## config.mk

```make
export PLATFORM = sky130hd
export DESIGN_NAME = microseq_ras_controller_flat
export DESIGN_NICKNAME = d
export VERILOG_FILES = /design/src/rtl/microseq_pkg.sv /design/src/rtl/microseq_ras_controller_if.sv /design/src/rtl/microseq_ras_controller_ras.sv /design/src/rtl/microseq_ras_controller.sv /design/src/flat_wrapper.sv
export SDC_FILE = /design/constraint.sdc
export NUM_CORES = 1
export LEC_CHECK = 0
export BUFFER_PORTS_ARGS = -buffer_cell sky130_fd_sc_hd__buf_2
export CAP_MARGIN = 15
export CORE_MARGIN = 1.5
export CORE_UTILIZATION = 57
export DETAILED_ROUTE_END_ITERATION = 6
export PLACE_DENSITY = 0.78
export SLEW_MARGIN = 30
export SYNTH_ARGS = -nofsm -noshare
export SYNTH_HDL_FRONTEND = slang
export SYNTH_SLANG_ARGS = --single-unit
export TNS_END_PERCENT = 20
```

## constraint.sdc

```tcl
create_clock -name clk -period 3.06 [get_ports clk]
set_input_delay 0.765 -clock clk [delete_from_list [all_inputs] [get_ports clk]]
set_output_delay 0.765 -clock clk [all_outputs]
set_load 0.01 [all_outputs]
```

## src/rtl/microseq_pkg.sv

```systemverilog
// Shared definitions for the microprogram sequencer: opcode width and encodings.
package microseq_pkg;

    localparam int OP_W = 3;

    localparam logic [OP_W-1:0] OP_CONT  = 3'b000;
    localparam logic [OP_W-1:0] OP_JMP   = 3'b001;
    localparam logic [OP_W-1:0] OP_CJMP  = 3'b010;
    localparam logic [OP_W-1:0] OP_CALL  = 3'b011;
    localparam logic [OP_W-1:0] OP_CCALL = 3'b100;
    localparam logic [OP_W-1:0] OP_RET   = 3'b101;
    localparam logic [OP_W-1:0] OP_LDCNT = 3'b110;
    localparam logic [OP_W-1:0] OP_DJNZ  = 3'b111;

endpackage

```

## src/rtl/microseq_ras_controller_if.sv

```systemverilog
// Microinstruction fields going into the sequencer and the sequencer status
// coming back. master = microinstruction source, slave = sequencer.
interface microseq_ras_controller_if #(
    parameter int ADDR_W      = 11,
    parameter int STACK_DEPTH = 4,
    parameter int NUM_COND    = 4,
    parameter int CNT_W       = 8
);
    import microseq_pkg::*;

    localparam int SEL_W = $clog2(NUM_COND);
    localparam int SP_W  = $clog2(STACK_DEPTH + 1);

    logic              hold;
    logic [OP_W-1:0]   op;
    logic [ADDR_W-1:0] brn_addr;
    logic [SEL_W-1:0]  cond_sel;
    logic              polarity;
    logic [NUM_COND-1:0] cond;

    logic [ADDR_W-1:0] upc;
    logic [SP_W-1:0]   sp;
    logic [CNT_W-1:0]  loop_cnt;
    logic              err_overflow;
    logic              err_underflow;

    modport master (
        output hold, op, brn_addr, cond_sel, polarity, cond,
        input  upc, sp, loop_cnt, err_overflow, err_underflow
    );

    modport slave (
        input  hold, op, brn_addr, cond_sel, polarity, cond,
        output upc, sp, loop_cnt, err_overflow, err_underflow
    );

endinterface

```

## src/rtl/microseq_ras_controller_ras.sv

```systemverilog
// Return-address stack for the sequencer. LIFO: push writes entry[sp], top
// is entry[sp-1]. Push when full and pop when empty are ignored here; the
// caller raises the matching error flag.
module microseq_ras #(
    parameter int ADDR_W      = 11,
    parameter int STACK_DEPTH = 4
) (
    input  logic                               clk,
    input  logic                               reset,
    input  logic                               push,
    input  logic                               pop,
    input  logic [ADDR_W-1:0]                  push_data,
    output logic [ADDR_W-1:0]                  top,
    output logic [$clog2(STACK_DEPTH+1)-1:0]   sp,
    output logic                               full,
    output logic                               empty
);

    localparam int SP_W  = $clog2(STACK_DEPTH + 1);
    localparam int IDX_W = $clog2(STACK_DEPTH);

    logic [ADDR_W-1:0] entries_r [STACK_DEPTH];
    logic [SP_W-1:0]   sp_r;
    logic              full_s;
    logic              empty_s;
    logic [ADDR_W-1:0] top_s;

    assign full_s  = (sp_r == SP_W'(STACK_DEPTH));
    assign empty_s = (sp_r == SP_W'(0));

    // Occupancy counter; entry contents need no reset.
    always_ff @(posedge clk) begin
        if (!reset) begin
            sp_r <= SP_W'(0);
        end else if (push && !full_s) begin
            sp_r <= sp_r + SP_W'(1);
        end else if (pop && !empty_s) begin
            sp_r <= sp_r - SP_W'(1);
        end else begin
            sp_r <= sp_r;
        end
    end

    // Write the return address into the first free slot.
    always_ff @(posedge clk) begin
        if (push && !full_s) begin
            entries_r[IDX_W'(sp_r)] <= push_data;
        end
    end

    // Top-of-stack read; drives zero when empty so nothing undefined leaks out.
    always_comb begin
        top_s = {ADDR_W{1'b0}};
        if (empty_s) begin
            top_s = {ADDR_W{1'b0}};
        end else begin
            top_s = entries_r[IDX_W'(sp_r - SP_W'(1))];
        end
    end

    assign top   = top_s;
    assign sp    = sp_r;
    assign full  = full_s;
    assign empty = empty_s;

endmodule

```

## src/rtl/microseq_ras_controller.sv

```systemverilog
// Microprogram sequencer: computes the next control-store address from the
// current microinstruction (jumps, calls/returns through a return-address
// stack, and a single hardware loop counter). upc is fully registered.
module microseq_ras_controller
    import microseq_pkg::*;
#(
    parameter int ADDR_W      = 11,
    parameter int STACK_DEPTH = 4,
    parameter int NUM_COND    = 4,
    parameter int CNT_W       = 8
) (
    input  logic                       clk,
    input  logic                       reset,
    microseq_ras_controller_if.slave   bus
);

    localparam int SP_W = $clog2(STACK_DEPTH + 1);

    logic [ADDR_W-1:0] upc_r;
    logic [CNT_W-1:0]  loop_cnt_r;
    logic              err_ovf_r;
    logic              err_unf_r;

    logic [ADDR_W-1:0] upc_nxt_s;
    logic [CNT_W-1:0]  cnt_nxt_s;
    logic              ovf_nxt_s;
    logic              unf_nxt_s;
    logic [ADDR_W-1:0] inc_s;
    logic              cond_true_s;
    logic              push_s;
    logic              pop_s;
    logic [ADDR_W-1:0] top_s;
    logic [SP_W-1:0]   sp_s;
    logic              full_s;
    logic              empty_s;

    // Sequential address wraps naturally at 2^ADDR_W.
    assign inc_s = upc_r + ADDR_W'(1);

    // Condition select; an out-of-range select reads as a constant 0 before polarity.
    always_comb begin
        cond_true_s = bus.polarity;
        if (32'(bus.cond_sel) < NUM_COND) begin
            cond_true_s = bus.cond[bus.cond_sel] ^ bus.polarity;
        end else begin
            cond_true_s = bus.polarity;
        end
    end

    // Next-address, counter and error-flag decode for the current opcode.
    always_comb begin
        upc_nxt_s = inc_s;
        cnt_nxt_s = loop_cnt_r;
        ovf_nxt_s = err_ovf_r;
        unf_nxt_s = err_unf_r;
        push_s    = 1'b0;
        pop_s     = 1'b0;
        case (bus.op)
            OP_CONT: begin
                upc_nxt_s = inc_s;
            end
            OP_JMP: begin
                upc_nxt_s = bus.brn_addr;
            end
            OP_CJMP: begin
                if (cond_true_s) begin
                    upc_nxt_s = bus.brn_addr;
                end else begin
                    upc_nxt_s = inc_s;
                end
            end
            OP_CALL, OP_CCALL: begin
                if ((bus.op == OP_CCALL) && !cond_true_s) begin
                    upc_nxt_s = inc_s;
                end else if (!full_s) begin
                    push_s    = 1'b1;
                    upc_nxt_s = bus.brn_addr;
                end else begin
                    ovf_nxt_s = 1'b1;
                    upc_nxt_s = inc_s;
                end
            end
            OP_RET: begin
                if (!empty_s) begin
                    pop_s     = 1'b1;
                    upc_nxt_s = top_s;
                end else begin
                    unf_nxt_s = 1'b1;
                    upc_nxt_s = inc_s;
                end
            end
            OP_LDCNT: begin
                cnt_nxt_s = bus.brn_addr[CNT_W-1:0];
                upc_nxt_s = inc_s;
            end
            OP_DJNZ: begin
                if (loop_cnt_r != CNT_W'(0)) begin
                    cnt_nxt_s = loop_cnt_r - CNT_W'(1);
                    upc_nxt_s = bus.brn_addr;
                end else begin
                    upc_nxt_s = inc_s;
                end
            end
            default: begin
                upc_nxt_s = inc_s;
            end
        endcase
    end

    // Sequencer state; reset beats hold, hold freezes everything.
    always_ff @(posedge clk) begin
        if (!reset) begin
            upc_r      <= ADDR_W'(0);
            loop_cnt_r <= CNT_W'(0);
            err_ovf_r  <= 1'b0;
            err_unf_r  <= 1'b0;
        end else if (!bus.hold) begin
            upc_r      <= upc_nxt_s;
            loop_cnt_r <= cnt_nxt_s;
            err_ovf_r  <= ovf_nxt_s;
            err_unf_r  <= unf_nxt_s;
        end else begin
            upc_r      <= upc_r;
            loop_cnt_r <= loop_cnt_r;
            err_ovf_r  <= err_ovf_r;
            err_unf_r  <= err_unf_r;
        end
    end

    microseq_ras #(
        .ADDR_W      (ADDR_W),
        .STACK_DEPTH (STACK_DEPTH)
    ) u_ras (
        .clk       (clk),
        .reset     (reset),
        .push      (push_s && !bus.hold),
        .pop       (pop_s && !bus.hold),
        .push_data (inc_s),
        .top       (top_s),
        .sp        (sp_s),
        .full      (full_s),
        .empty     (empty_s)
    );

    assign bus.upc           = upc_r;
    assign bus.sp            = sp_s;
    assign bus.loop_cnt      = loop_cnt_r;
    assign bus.err_overflow  = err_ovf_r;
    assign bus.err_underflow = err_unf_r;

endmodule

```

## src/flat_wrapper.sv

```systemverilog
// flat-port wrapper written by rule: the top's interface ports become plain ports
module microseq_ras_controller_flat import microseq_pkg::*;
#(
    parameter int ADDR_W      = 11,
    parameter int STACK_DEPTH = 4,
    parameter int NUM_COND    = 4,
    parameter int CNT_W       = 8
)
  (clk, reset, bus_hold, bus_op, bus_brn_addr, bus_cond_sel, bus_polarity, bus_cond, bus_upc, bus_sp, bus_loop_cnt, bus_err_overflow, bus_err_underflow);
  microseq_ras_controller_if #(.ADDR_W(ADDR_W), .STACK_DEPTH(STACK_DEPTH), .NUM_COND(NUM_COND), .CNT_W(CNT_W)) bus_i ();
  input  logic clk;
  input  logic reset;
  input wire logic [$bits(bus_i.hold)-1:0] bus_hold;
  input wire logic [$bits(bus_i.op)-1:0] bus_op;
  input wire logic [$bits(bus_i.brn_addr)-1:0] bus_brn_addr;
  input wire logic [$bits(bus_i.cond_sel)-1:0] bus_cond_sel;
  input wire logic [$bits(bus_i.polarity)-1:0] bus_polarity;
  input wire logic [$bits(bus_i.cond)-1:0] bus_cond;
  output wire logic [$bits(bus_i.upc)-1:0] bus_upc;
  output wire logic [$bits(bus_i.sp)-1:0] bus_sp;
  output wire logic [$bits(bus_i.loop_cnt)-1:0] bus_loop_cnt;
  output wire logic [$bits(bus_i.err_overflow)-1:0] bus_err_overflow;
  output wire logic [$bits(bus_i.err_underflow)-1:0] bus_err_underflow;
  assign bus_i.hold = bus_hold;
  assign bus_i.op = bus_op;
  assign bus_i.brn_addr = bus_brn_addr;
  assign bus_i.cond_sel = bus_cond_sel;
  assign bus_i.polarity = bus_polarity;
  assign bus_i.cond = bus_cond;
  assign bus_upc = bus_i.upc;
  assign bus_sp = bus_i.sp;
  assign bus_loop_cnt = bus_i.loop_cnt;
  assign bus_err_overflow = bus_i.err_overflow;
  assign bus_err_underflow = bus_i.err_underflow;
  microseq_ras_controller #(.ADDR_W(ADDR_W), .STACK_DEPTH(STACK_DEPTH), .NUM_COND(NUM_COND), .CNT_W(CNT_W)) u_core (.clk(clk), .reset(reset), .bus(bus_i));
endmodule
```

# Word-level counts from Yosys, hierarchy flattened
# Memories as Yosys holds them, arrays and structs flattened.
# Cells that the tools add are included.
[totals]
inputBits = 24
latchBits = 0
mem_count = 1
rom_bits = 0
regBits = 24
ram_bits = 44
[mem_list]
columns = ["memory", "words", "word_bits", "rd", "rd_clocked_by_memory_dff", "write_ports", "line_no", "source"]
rows = [
  ["u_core.u_ras.entries_r", 4, 11, 1, 0, 1, "microseq_ras_controller_ras.sv:22", "logic [ADDR_W-1:0] entries_r [STACK_DEPTH];"],
]
[op_classes]
shifts = 0
n_mux = 19
multipliers = 0
order_cmp = 1
bitwise_logic = 3
eq_ne = 9
add_sub_neg = 4
div_mod_pow = 0
n_reduce_logical = 19
[ops]
columns = ["operator", "n"]
rows = [
  ["case mux 11 bit (6 select lines)", 1],
  ["2-to-1 mux 11 bit", 5],
  ["case mux 8 bit (2 select lines)", 1],
  ["equality test 3 bit, second input constant", 5],
  ["adder 11 x 1 -> 11 bit, second input constant", 1],
  ["2-to-1 mux 1 bit", 8],
  ["2-to-1 mux 8 bit", 1],
  ["nonzero test 8 bit", 1],
  ["subtractor 8 x 1 -> 8 bit, second input constant", 1],
  ["equality test 3 x 2 -> 1 bit, second input constant", 2],
  ["zero test 3 bit", 2],
  ["2-to-1 mux 3 bit", 2],
  ["AND reduction 3 bit", 2],
  ["logical AND 1 bit", 5],
  ["zero test 1 bit", 4],
  ["AND reduction 4 bit", 1],
  ["nonzero test 2 bit", 2],
  ["OR reduction 2 bit", 2],
  ["adder 3 x 1 -> 3 bit, second input constant", 1],
  ["equality test 3 x 1 -> 1 bit, second input constant", 1],
  ["less-than comparator 2 x 3 -> 1 bit, second input constant", 1],
  ["subtractor 3 x 1 -> 3 bit, second input constant", 1],
  ["binary-select mux 1 bit (select 2 bit)", 1],
  ["!= test 2 x 1 -> 1 bit, second input constant", 1],
  ["other kinds (2)", 3],
]

# Longest topological paths before layout
[logic_depth]
word_depth = 11
ltp_mapped = 10
depth_no_buf = 8

# By module
# Synthesis repeated with hierarchy kept, for this count alone.
[hier_totals]
hier_cells = 308
area_unflattened_um2 = 3469.6
[modules_own_cells]
columns = ["mod", "area_each_um2", "cells_each", "n_inst"]
rows = [
  ["microseq_ras", 1950.6, 104, 1],
  ["microseq_ras_controller", 1519.0, 204, 1],
]

# Worst setup path after synthesis
# No wires, ideal clock.
[synth_timing]
kind = "input to register"
startpoint = "input port bus_cond_sel[1]"
endpoint = "memory u_core.u_ras.entries_r[1][0], enable pin"
path_buffers = 0
slack_ns = 0.296
stages = 5
t_required_ns = 2.664
arrival_ns = 2.368
path_cell_list = "mux2i_1 -> xnor2_1 -> a22o_1 -> a21boi_2 -> nor3b_1"
[synth_via]
elab_chain_len = 11
[synth_lines]
columns = ["element", "line_no", "source"]
rows = [
  ["from (decl)", "flat_wrapper.sv:16", "input wire logic [$bits(bus_i.cond_sel)-1:0] bus_cond_sel;"],
  ["binary-select mux 1 bit (select 2 bit)", "microseq_ras_controller.sv:44", "cond_true_s = bus.cond[bus.cond_sel] ^ bus.polarity;"],
  ["2-to-1 mux 1 bit (not written as such)", "microseq_ras_controller.sv:44", ""],
  ["bitwise XOR 1 bit", "microseq_ras_controller.sv:44", ""],
  ["zero test 1 bit", "microseq_ras_controller.sv:73", "if ((bus.op == OP_CCALL) && !cond_true_s) begin"],
  ["logical AND 1 bit", "microseq_ras_controller.sv:73", ""],
  ["2-to-1 mux 1 bit", "microseq_ras_controller.sv:73", ""],
  ["2-to-1 mux 1 bit", "microseq_ras_controller.sv:58", "case (bus.op)"],
  ["logical AND 1 bit", "microseq_ras_controller.sv:136", ".push (push_s && !bus.hold),"],
  ["logical AND 1 bit", "microseq_ras_controller_ras.sv:46", "if (push && !full_s) begin"],
  ["2-to-1 mux 1 bit", "microseq_ras_controller_ras.sv:46", ""],
  ["2-to-1 mux 1 bit (not written as such)", "microseq_ras_controller_ras.sv:47", "entries_r[IDX_W'(sp_r)] <= push_data;"],
  ["to (decl)", "microseq_ras_controller_ras.sv:22", ""],
]
# Every way passes these cells. The select of a mux whose other input is x is not followed.

# Worst setup path after layout
[layout_timing]
startpoint = "register u_core.loop_cnt_r[0], in the netlist u_core.bus.loop_cnt[0]"
endpoint = "register u_core.upc_r[2], in the netlist u_core.bus.upc[2]"
[layout_via]
elab_chain_len = 3
[layout_lines]
columns = ["element", "line_no", "source"]
rows = [
  ["from (decl)", "microseq_ras_controller.sv:20", "logic [CNT_W-1:0] loop_cnt_r;"],
  ["from (signal assigned)", "microseq_ras_controller.sv:119", "loop_cnt_r <= cnt_nxt_s;"],
  ["from (signal assigned)", "microseq_ras_controller.sv:124", "loop_cnt_r <= loop_cnt_r;"],
  ["nonzero test 8 bit", "microseq_ras_controller.sv:97", "if (loop_cnt_r != CNT_W'(0)) begin"],
  ["2-to-1 mux 11 bit", "microseq_ras_controller.sv:97", ""],
  ["case mux 11 bit (6 select lines)", "microseq_ras_controller.sv:58", ""],
  ["to (signal assigned)", "microseq_ras_controller.sv:118", "upc_r <= upc_nxt_s;"],
  ["to (signal assigned)", "microseq_ras_controller.sv:123", "upc_r <= upc_r;"],
  ["to (decl)", "microseq_ras_controller.sv:19", "logic [ADDR_W-1:0] upc_r;"],
]
# Every way passes these cells.
# A chain may end at the register's enable or synchronous reset.

==> impl_metrics.xml <==
<?xml version="1.0" encoding="UTF-8"?>
<metrics>
  <group name="yosys">
    <metric name="syn_inst_count" unit="">301</metric>
    <metric name="synth-edff-count" unit="">44</metric>
    <metric name="number_of_distinct_standard_cells_referenced_by_the_synthesized_netlist" unit="">50</metric>
    <metric name="async_flop_share" unit="%">0</metric>
    <metric name="synthMostInstantiatedCell" unit="">sky130_fd_sc_hd__edfxtp_1</metric>
    <metric name="synth.top_cells.by_count" unit="">sky130_fd_sc_hd__edfxtp_1, sky130_fd_sc_hd__nand2_1, sky130_fd_sc_hd__dfxtp_1</metric>
    <metric name="synth_top_family_by_area" unit="">compound AO/OA/AOI/OAI gates</metric>
    <metric name="synth_compound_area_share" unit="%">15.5</metric>
    <metric name="yosys-mux-area-fraction" unit="%">8.45</metric>
    <metric name="netlist.area_leader.share" unit="%">38.8</metric>
    <metric name="avg_synthesized_cell_area" unit="um2">11.3</metric>
    <metric name="synth.ff_latch_count" unit="">68</metric>
    <metric name="post_synth_fa_ha_maj_area_fraction" unit="%">2.57</metric>
    <metric name="netlist_area" unit="mm2">0.00341</metric>
    <metric name="yosys.area_share.simple" unit="%">14.2</metric>
    <metric name="synth_largest_area_cell" unit="">sky130_fd_sc_hd__edfxtp_1</metric>
    <metric name="synth_flop_cell" unit="">sky130_fd_sc_hd__edfxtp_1</metric>
    <metric name="synth_area_leaders" unit="">sky130_fd_sc_hd__edfxtp_1, sky130_fd_sc_hd__dfxtp_1, sky130_fd_sc_hd__mux4_2</metric>
    <metric name="number_of_nets_in_the_synthesized_netlist" unit="">332</metric>
    <metric name="yosys.area_share.xor_xnor" unit="%">2.83</metric>
    <metric name="synth_sequential_area_ratio" unit="%">52.9</metric>
    <metric name="number_of_warnings_issued_by_yosys" unit="">0</metric>
  </group>
  <group name="critical_path">
    <metric name="startpoint_type_of_the_worst_setup_path" unit="">flip-flop</metric>
    <metric name="critPathKind" unit="">reg -&gt; reg</metric>
    <metric name="crit_required" unit="ns">3.27</metric>
    <metric name="crit_path_end_kind" unit="">flip-flop</metric>
    <metric name="worst-endpoint-arrival" unit="ns">2.45</metric>
    <metric name="rrSetupSlack" unit="ns">0.82</metric>
    <metric name="worst-path-max-fanout" unit="">10</metric>
  </group>
  <group name="clocking">
    <metric name="maximum_clock_insertion_buffer_count" unit="">2</metric>
    <metric name="cts_resized" unit="">0</metric>
    <metric name="cts_setup_buffers" unit="">0</metric>
    <metric name="clk_transition_reported_paths" unit="ns">0.08</metric>
    <metric name="clk_root_buffer_cell" unit="">sky130_fd_sc_hd__clkbuf_8</metric>
    <metric name="tritoncts" unit="">done</metric>
    <metric name="cts_made_buffers" unit="">9</metric>
    <metric name="cts.sinks" unit="">68</metric>
    <metric name="clock_latency" unit="ns">0.35</metric>
    <metric name="clock_tree.htree_level_count" unit="">3</metric>
    <metric name="hold_buffers" unit="">0</metric>
  </group>
  <group name="layout">
    <metric name="drive_above_1_share" unit="%">24.2</metric>
    <metric name="area.growth.synth_to_final" unit="%">15.3</metric>
    <metric name="layout.cells.non_filler" unit="">427</metric>
    <metric name="insertedDiodeCount" unit="">0</metric>
    <metric name="fin_nets" unit="">381</metric>
    <metric name="final.fill_count" unit="">417</metric>
  </group>
  <group name="sta">
    <metric name="rsz0062_at_grt" unit="">false</metric>
    <metric name="slew_viol_final" unit="">0</metric>
    <metric name="finalClockSkew" unit="ns">0.0116</metric>
    <metric name="max_slew.worst_pin.slew" unit="ns">0.549</metric>
    <metric name="finalWorstPathRequiredPeriod" unit="ns">2.24</metric>
    <metric name="fmax" unit="MHz">446</metric>
    <metric name="slew-limit-headroom" unit="%">63.4</metric>
    <metric name="finalSetupViolations" unit="">0</metric>
    <metric name="final.period_utilization" unit="%">73.3</metric>
    <metric name="fin_setup_tns" unit="ns">0</metric>
    <metric name="report.final.hold_viol_count" unit="">0</metric>
  </group>
  <group name="global_route">
    <metric name="overflow" unit="">0</metric>
    <metric name="grt_pass1_wl" unit="mm">12.9</metric>
    <metric name="antenna_violations_before_repair" unit="">0</metric>
    <metric name="global_route_usage_over_all_layers" unit="%">27.9</metric>
    <metric name="grt_pass1_vias" unit="">2516</metric>
    <metric name="pin_count_of_the_biggest_net_entering_global_routing" unit="">21</metric>
  </group>
  <group name="power_and_ir_drop">
    <metric name="power_leakage" unit="nW">1.49</metric>
    <metric name="max-vdd-ir-drop" unit="uV">393</metric>
    <metric name="power" unit="W">0.00214</metric>
    <metric name="pwr_density_cell" unit="mW/mm2">545</metric>
  </group>
  <group name="placement">
    <metric name="hpwlAfterDp" unit="mm">5.61</metric>
    <metric name="io_buffers" unit="">47</metric>
    <metric name="dp.cells" unit="">411</metric>
    <metric name="gp_routability_congestion" unit="">0.929</metric>
  </group>
  <group name="die">
    <metric name="chipWidth" unit="um">80.3</metric>
    <metric name="placement_rows" unit="">27</metric>
    <metric name="die_y" unit="um">80.3</metric>
    <metric name="ioPinCount" unit="">48</metric>
    <metric name="dieArea" unit="mm2">0.00645</metric>
    <metric name="coreArea" unit="mm2">0.00564</metric>
    <metric name="initial_utilization" unit="%">60.4</metric>
  </group>
  <group name="route">
    <metric name="drt_first_pass_iters" unit="">5</metric>
    <metric name="remaining_drc_errors" unit="">0</metric>
    <metric name="drt.antenna.violating_nets" unit="">0</metric>
    <metric name="postRouteWirelength" unit="mm">8.26</metric>
    <metric name="detail_route.wl_per_cell" unit="um">19.4</metric>
    <metric name="routed-via-count" unit="">2701</metric>
    <metric name="starting_drt_drc_count" unit="">294</metric>
    <metric name="routed_via_density" unit="">6.33</metric>
  </group>
  <group name="run">
    <metric name="maxCapViolations" unit="">0</metric>
  </group>
  <group name="worst_hold_path">
    <metric name="worst_hold_path_type" unit="">reg -&gt; reg</metric>
  </group>
  <group name="outcome">
    <metric name="outcome" unit="">finished, final reports clean</metric>
  </group>
</metrics>
kinds of logic after synthesis:
kind of cell    count (synthesis)
simple gates                   95
compound gates                 77
flops                          68
buf+inv                        28
mux                            15
xor+xnor                       11
fa+ha+maj                       7
area by class of cell:
type | instances | area, um2 | area share, %
Tap cell | 72 | 90.1 | 2.29
Sequential cell | 68 | 1800 | 45.9
Clock buffer | 11 | 131 | 3.34
Inverter | 11 | 41.3 | 1.05
Clock inverter | 5 | 86.3 | 2.20
Multi-Input combinational cell | 205 | 1480 | 37.7
Timing Repair Buffer | 55 | 295 | 7.52
state kept, by name (all words and copies together), names as in the netlist:
signal	cells
u_core.bus.upc	11
u_core.bus.err_overflow	1
u_core.u_ras.entries_r	44
u_core.bus.loop_cnt	8
u_core.bus.err_underflow	1
u_core.u_ras.sp	3
power breakdown:
part	switching, W	leakage, nW	internal, W
registers	0.0000283	0.600	0.00101
logic	0.000168	0.781	0.000116
clock network	0.000357	0.108	0.000464
routing by layer:
layer	up-vias	global-route usage [%]	part of all wire (%)
met5	-	0	0
met4	0	14.8	2.5
met3	25	6.14	8.3
met2	144	42.6	48
met1	1297	37.3	41
li1	1235	-	-
worst max-delay path, cell delays in order (launching register included):
cell and delay [ns]:
sky130_fd_sc_hd__dfxtp_1 0.33, sky130_fd_sc_hd__inv_1 0.09, sky130_fd_sc_hd__ha_1 0.18, sky130_fd_sc_hd__nor3b_2 0.34, sky130_fd_sc_hd__and2_4 0.22, sky130_fd_sc_hd__o22ai_1 0.08, sky130_fd_sc_hd__a22o_1 0.42, sky130_fd_sc_hd__a221oi_2 0.33
sky130_fd_sc_hd__o32ai_1 0.11
worst paths after layout:
path	start	endpoint	cells after the start
worst max-delay path	u_core.bus.loop_cnt[0]	u_core.bus.upc[2]	8
worst min-delay path	u_core.bus.err_overflow	u_core.bus.err_overflow	1
worst max register to register	u_core.bus.loop_cnt[0]	u_core.bus.upc[2]	8
worst min register to register	u_core.bus.err_overflow	u_core.bus.err_overflow	1
through the flow:
stage / worst slack (ns) / area, um2 / util (%) / hold slack [ns]
after global placement: 0.616 / 3710 / 65.8 / 0.444
after global routing: 0.628 / 3930 / 69.6 / 0.486
after floorplan: 0.296 / 3410 / - / 0.505
final: 0.816 / 3930 / 69.6 / 0.466
after detailed placement: 0.543 / 3710 / 65.8 / 0.454
after CTS: 0.845 / 3930 / 69.6 / 0.471
cell usage in the layout, fill, tap and decap left out, types with 6 or more instances in the layout:
master                     synthesis  routed
sky130_fd_sc_hd__dfxtp_1          24      24
sky130_fd_sc_hd__buf_4             1       8
sky130_fd_sc_hd__xnor2_1           7       7
sky130_fd_sc_hd__clkbuf_8          0       9
sky130_fd_sc_hd__edfxtp_1         44      44
sky130_fd_sc_hd__buf_2             5      47
sky130_fd_sc_hd__o21ai_0          17      17
sky130_fd_sc_hd__a221oi_1         11      11
sky130_fd_sc_hd__nand2_1          32      32
sky130_fd_sc_hd__nor2_1           22      22
sky130_fd_sc_hd__ha_1              7       7
sky130_fd_sc_hd__a21oi_1          19      19
sky130_fd_sc_hd__inv_1            11      11
sky130_fd_sc_hd__nand3_1           6       6
sky130_fd_sc_hd__mux4_2           11      11
Note: power is estimated with default switching activity, not from simulation.
